### config.mk
export PLATFORM = sky130hd
export DESIGN_NAME = channel_readout
export DESIGN_NICKNAME = d
export VERILOG_FILES = /design/src/rtl/gps_pkg.sv /design/src/rtl/capture_flag.sv /design/src/rtl/channel_readout.sv
export SDC_FILE = /design/constraint.sdc
export NUM_CORES = 1
export LEC_CHECK = 0
export ABC_AREA = 1
export CORE_ASPECT_RATIO = 1.75
export CORE_MARGIN = 2
export CORE_UTILIZATION = 55
export DETAILED_ROUTE_END_ITERATION = 10
export MAX_ROUTING_LAYER = met4
export PLACE_DENSITY = 0.86
export SLEW_MARGIN = 20
export SYNTH_ARGS = -nofsm -noshare
export SYNTH_HDL_FRONTEND = slang
export SYNTH_SLANG_ARGS = --single-unit
### constraint.sdc
create_clock -name clk -period 2.4 [get_ports clk]
set_input_delay 0.6 -clock clk [delete_from_list [all_inputs] [get_ports clk]]
set_output_delay 0.6 -clock clk [all_outputs]
set_load 0.05 [all_outputs]
### src/rtl/gps_pkg.sv
// Shared constants for the tracking-channel readout: register addresses,
// status bit positions and the measurement bank payload.
package gps_pkg;

    localparam int unsigned DATA_W  = 32;
    localparam int unsigned CARR_W  = 32;
    localparam int unsigned CODE_W  = 21;
    localparam int unsigned EPOCH_W = 11;
    localparam int unsigned FLAG_W  = 4;

    localparam int unsigned ADDR_IE     = 0;
    localparam int unsigned ADDR_QE     = 1;
    localparam int unsigned ADDR_IP     = 2;
    localparam int unsigned ADDR_QP     = 3;
    localparam int unsigned ADDR_IL     = 4;
    localparam int unsigned ADDR_QL     = 5;
    localparam int unsigned ADDR_CARR   = 6;
    localparam int unsigned ADDR_CODE   = 7;
    localparam int unsigned ADDR_EPOCH  = 8;
    localparam int unsigned ADDR_EPCHK  = 9;
    localparam int unsigned ADDR_STATUS = 10;

    localparam int unsigned ST_ACCUM_NEW    = 0;
    localparam int unsigned ST_ACCUM_MISSED = 1;
    localparam int unsigned ST_MEAS_NEW     = 2;
    localparam int unsigned ST_MEAS_MISSED  = 3;

    typedef struct packed {
        logic [CARR_W-1:0]  carrier;
        logic [CODE_W-1:0]  code;
        logic [EPOCH_W-1:0] epoch;
        logic [EPOCH_W-1:0] epoch_check;
    } meas_t;

endpackage

### src/rtl/capture_flag.sv
// New/missed flag pair: set by a capture, cleared by a status read.
// A capture coincident with the clear wins; missed uses the pre-clear value.
module capture_flag (
    input  logic clk,
    input  logic rstn,
    input  logic set,
    input  logic clr,
    output logic flag_new,
    output logic flag_missed
);

    logic new_nxt_c;
    logic missed_nxt_c;

    always_comb begin
        new_nxt_c    = flag_new;
        missed_nxt_c = flag_missed;
        if (clr) begin
            new_nxt_c    = 1'b0;
            missed_nxt_c = 1'b0;
        end
        if (set) begin
            new_nxt_c = 1'b1;
            if (flag_new) begin
                missed_nxt_c = 1'b1;
            end
        end
    end

    always_ff @(posedge clk or negedge rstn) begin
        if (!rstn) begin
            flag_new    <= 1'b0;
            flag_missed <= 1'b0;
        end else begin
            flag_new    <= new_nxt_c;
            flag_missed <= missed_nxt_c;
        end
    end

endmodule

### src/rtl/channel_readout.sv
// Per-channel capture banks for correlator dumps and tic measurements,
// read back through a one-cycle-latency addressed port.
module channel_readout
    import gps_pkg::*;
#(
    parameter int unsigned ACC_W  = 16,
    parameter int unsigned ADDR_W = 4
) (
    input  logic                     clk,
    input  logic                     rstn,
    input  logic                     dump,
    input  logic                     tic_enable,
    input  logic signed [ACC_W-1:0]  i_early,
    input  logic signed [ACC_W-1:0]  q_early,
    input  logic signed [ACC_W-1:0]  i_prompt,
    input  logic signed [ACC_W-1:0]  q_prompt,
    input  logic signed [ACC_W-1:0]  i_late,
    input  logic signed [ACC_W-1:0]  q_late,
    input  logic [CARR_W-1:0]        carrier_val,
    input  logic [CODE_W-1:0]        code_val,
    input  logic [EPOCH_W-1:0]       epoch,
    input  logic [EPOCH_W-1:0]       epoch_check,
    input  logic                     rd_en,
    input  logic [ADDR_W-1:0]        rd_addr,
    output logic [DATA_W-1:0]        rd_data,
    output logic                     rd_valid,
    output logic                     accum_int
);

    logic signed [ACC_W-1:0] ie_q, qe_q, ip_q, qp_q, il_q, ql_q;
    meas_t                   meas_q;

    logic                    accum_new, accum_missed;
    logic                    meas_new, meas_missed;
    logic                    status_rd_c;
    logic [FLAG_W-1:0]       status_c;
    logic [DATA_W-1:0]       rd_mux_c;

    assign status_rd_c = rd_en && (rd_addr == ADDR_W'(ADDR_STATUS));

    capture_flag u_accum_flag (
        .clk         (clk),
        .rstn        (rstn),
        .set         (dump),
        .clr         (status_rd_c),
        .flag_new    (accum_new),
        .flag_missed (accum_missed)
    );

    capture_flag u_meas_flag (
        .clk         (clk),
        .rstn        (rstn),
        .set         (tic_enable),
        .clr         (status_rd_c),
        .flag_new    (meas_new),
        .flag_missed (meas_missed)
    );

    // Accumulation bank: latest dump always overwrites.
    always_ff @(posedge clk or negedge rstn) begin
        if (!rstn) begin
            ie_q <= '0;
            qe_q <= '0;
            ip_q <= '0;
            qp_q <= '0;
            il_q <= '0;
            ql_q <= '0;
        end else if (dump) begin
            ie_q <= i_early;
            qe_q <= q_early;
            ip_q <= i_prompt;
            qp_q <= q_prompt;
            il_q <= i_late;
            ql_q <= q_late;
        end
    end

    always_ff @(posedge clk or negedge rstn) begin
        if (!rstn) begin
            meas_q <= '0;
        end else if (tic_enable) begin
            meas_q.carrier     <= carrier_val;
            meas_q.code        <= code_val;
            meas_q.epoch       <= epoch;
            meas_q.epoch_check <= epoch_check;
        end
    end

    always_comb begin
        status_c                  = '0;
        status_c[ST_ACCUM_NEW]    = accum_new;
        status_c[ST_ACCUM_MISSED] = accum_missed;
        status_c[ST_MEAS_NEW]     = meas_new;
        status_c[ST_MEAS_MISSED]  = meas_missed;
    end

    // Read mux sees pre-capture bank and pre-clear flags.
    always_comb begin
        rd_mux_c = '0;
        case (rd_addr)
            ADDR_W'(ADDR_IE):     rd_mux_c = DATA_W'(ie_q);
            ADDR_W'(ADDR_QE):     rd_mux_c = DATA_W'(qe_q);
            ADDR_W'(ADDR_IP):     rd_mux_c = DATA_W'(ip_q);
            ADDR_W'(ADDR_QP):     rd_mux_c = DATA_W'(qp_q);
            ADDR_W'(ADDR_IL):     rd_mux_c = DATA_W'(il_q);
            ADDR_W'(ADDR_QL):     rd_mux_c = DATA_W'(ql_q);
            ADDR_W'(ADDR_CARR):   rd_mux_c = DATA_W'(meas_q.carrier);
            ADDR_W'(ADDR_CODE):   rd_mux_c = DATA_W'(meas_q.code);
            ADDR_W'(ADDR_EPOCH):  rd_mux_c = DATA_W'(meas_q.epoch);
            ADDR_W'(ADDR_EPCHK):  rd_mux_c = DATA_W'(meas_q.epoch_check);
            ADDR_W'(ADDR_STATUS): rd_mux_c = DATA_W'(status_c);
            default:              rd_mux_c = '0;
        endcase
    end

    always_ff @(posedge clk or negedge rstn) begin
        if (!rstn) begin
            rd_data  <= '0;
            rd_valid <= 1'b0;
        end else begin
            rd_valid <= rd_en;
            if (rd_en) begin
                rd_data <= rd_mux_c;
            end
        end
    end

    always_ff @(posedge clk or negedge rstn) begin
        if (!rstn) begin
            accum_int <= 1'b0;
        end else begin
            accum_int <= dump | (accum_new & ~status_rd_c);
        end
    end

endmodule

==> impl_metrics.toml, run 1 <==
[status]
outcome = "complete, no violations"

[pwr]
p_total_mw = 8.59
power_leakage_nw = 6.63
power.density_nw_per_um2 = 682
ir_worst_vdd_mv = 0.550

[routing]
vias = 8869
wl_per_cell_um = 15.9
dr.pass1.iters = 5
drc_errors = 0
final_antenna_net_count = 0
via_per_inst = 5.22
wirelength_um = 27000
drtIter0Drc = 572

[synthesis]
ys_ff_latch = 209
synth_nets = 1439
postSynthCellCount = 1259
syn_area_um2 = 9470
ys_async_sr_fraction = 1.00
yosysWarnings = 0
yosysSeqAreaShare = 0.552
synth_edf_count = 0
yosysUniqueCellTypes = 19
synth.avg_cell_area_um2 = 7.52
synth_ff_type = "dfrtp_1"

[placement]
gp_congestion = 0.904
numPortBuffers = 213
dp.cells = 1668
hpwl_um = 19100

[floorplanning]
die_h_um = 178
fp.dieW_um = 103
die_area_um2 = 18300
row_count = 63
initial_utilization = 0.561
core_area_um2 = 16900
io_pins = 214

[flow_run]
cap_violations = 0

[worst_setup_path]
criticalPathCategory = "flop to output port"
crit_chain = "clkdlybuf4s50_1"
critPathBufInv = 1
slowest_stage = "clkdlybuf4s50_1"
r2r_start = "ql_q[15]"
cp_slowest_stage_delay_ns = 0.87
r2r_end = "rd_data[23]"
crit_family = "buffers and inverters"
endpoint_kind = "output port"
cp.required_ns = 1.80
reg2reg_depth = 6
r2r_slack_ns = 1.21
worstSetupStartpointType = "flop"
cp_data_arrival_time_ns = 1.72
cp_max_fo = 2

[finish]
area_growth_pct = 33.1
layout_common_cells = "nand2_1, clkdlybuf4s50_1, dfrtp_1"
final_common_cell = "nand2_1"
drive_above_1_share = 0.0543
fillers = 1315
nets = 1642
diodes = 0
finalNonFillerCells = 1699

[sta]
relSlewSlack = 0.452
max_freq_mhz = 430
setup_viol = 0
rsz0062_at_grt = "false"
finClkSkew_ns = 0.00929
finalCriticalPeriod_ns = 2.32
drv_slew = 0
hold_viol = 0
period_share = 0.969
tightest_slew_ns = 0.819

[clocking]
root_buffer = "clkbuf_16"
cts_tree = "built"
cts_hold_buf = 0
cts.sinks = 209
cts_setup_buffers = 0
clkTransAtPathRegs_ns = 0.06
cts_resized = 0
cts_made_buffers = 19
htree_num_levels = 1
clk_latency_ns = 0.49
ctsLongestPathBuffers = 3

[grt]
antenna_found_initial = 0
grt_usage = 0.311
grt_pass1_wl_um = 43000
grt_max_degree = 89
grt_pass1_vias = 8801
grt.overflow.total = 0

[hold_path]
hold_class = "input port to async pin"
## metal layers
| layer | GRT usage | vias to the layer above | wire (um) |
|---|---|---|---|
| met1 | 0.371 | 4177 | 10100 |
| met5 | - | - | 0 |
| li1 | - | 4252 | - |
| met3 | 0.0323 | 80 | 1700 |
| met4 | 0.132 | 0 | 1270 |
| met2 | 0.531 | 360 | 14000 |
## worst reg2reg max path: stages, from the launching register on
cell	delay, ns
dfrtp_1	0.39
nand2_2	0.26
o21ai_0	0.16
inv_1	0.08
nand2_1	0.06
nand2_1	0.05
nand2_1	0.07
## synth_stat cells (3+ instances only)
cell	n	share of area
buf_2	18	0.0095
clkbuf_1	41	0.016
dfrtp_1	209	0.55
inv_1	61	0.024
inv_2	5	0.0020
nand2_1	666	0.26
nand2_2	3	0.0020
nand3_1	98	0.052
nor2_1	80	0.032
nor2_4	3	0.0036
o21ai_0	58	0.031
o21ai_1	7	0.0037
## state kept, by name (all words and copies together), names as in the netlist
name                      flops
qe_q                         16
ql_q                         16
meas_q                       75
u_meas_flag.flag_new          1
u_accum_flag.flag_missed      1
ie_q                         16
rd_data                      32
ip_q                         16
qp_q                         16
il_q                         16
u_meas_flag.flag_missed       1
u_accum_flag.flag_new         1
rd_valid                      1
accum_int                     1
## how the worst max path moves through the flow
stage	slack, ns	cells after the start	endpoint	startpoint
global route	0.06	1	rd_data[2]	rd_data[2]
detailed placement	-0.04	10	rd_data[6]	rd_addr[0]
CTS	0.07	1	rd_data[16]	rd_data[16]
finish	0.08	1	rd_data[9]	rd_data[9]
global placement	0.07	10	rd_data[6]	rd_addr[3]
floorplan	0.79	9	rd_data[10]	rd_addr[3]
## logic make-up after synthesis
| family | after synthesis | share of synthesized area |
|---|---|---|
| compound gates | 65 | 0.0344 |
| simple gates | 855 | 0.357 |
| buf+inv | 130 | 0.0559 |
| flops | 209 | 0.552 |
## final cells by class
| cell class | instances | area (um^2) | share of cell area |
|---|---|---|---|
| flip-flops and latches | 209 | 5230 | 0.415 |
| inverters | 66 | 248 | 0.0197 |
| repair buffers | 246 | 2500 | 0.199 |
| clock inverters | 2 | 60.1 | 0.00477 |
| well taps | 227 | 284 | 0.0225 |
| multi-input cells | 920 | 3710 | 0.295 |
| clock buffers | 29 | 563 | 0.0447 |
## power breakdown
part           switching [mW]  internal [mW]  leakage (nW)
Sequential              0.178           3.85          2.56
Clock                    1.26           1.82         0.304
Combinational           0.876          0.609          3.77
Total                    2.31           6.28          6.63
## metrics by stage
step / setup TNS, ns / util / cell area, um^2 / setup WS (ns) / hold WS [ns]
floorplan: 0 / - / 9470 / 0.786 / 0.304
global placement: 0 / 0.710 / 12000 / 0.0727 / 0.454
detailed placement: -0.0837 / 0.710 / 12000 / -0.0439 / 0.459
CTS: 0 / 0.747 / 12600 / 0.0710 / 0.153
global route: 0 / 0.747 / 12600 / 0.0583 / 0.174
finish: 0 / 0.747 / 12600 / 0.0755 / 0.115
No activity file was read; power rests on OpenSTA's default activity.
==> run 2, diff against run 1 <==
--- a/config.mk
+++ b/config.mk
@@ -6,6 +6,7 @@
 export NUM_CORES = 1
 export LEC_CHECK = 0
 export ABC_AREA = 1
+export CAP_MARGIN = 5
 export CORE_ASPECT_RATIO = 1.75
 export CORE_MARGIN = 2
 export CORE_UTILIZATION = 55
==> results of run 2 <==
Final layout, timing and power as in run 1 (identical DEF).
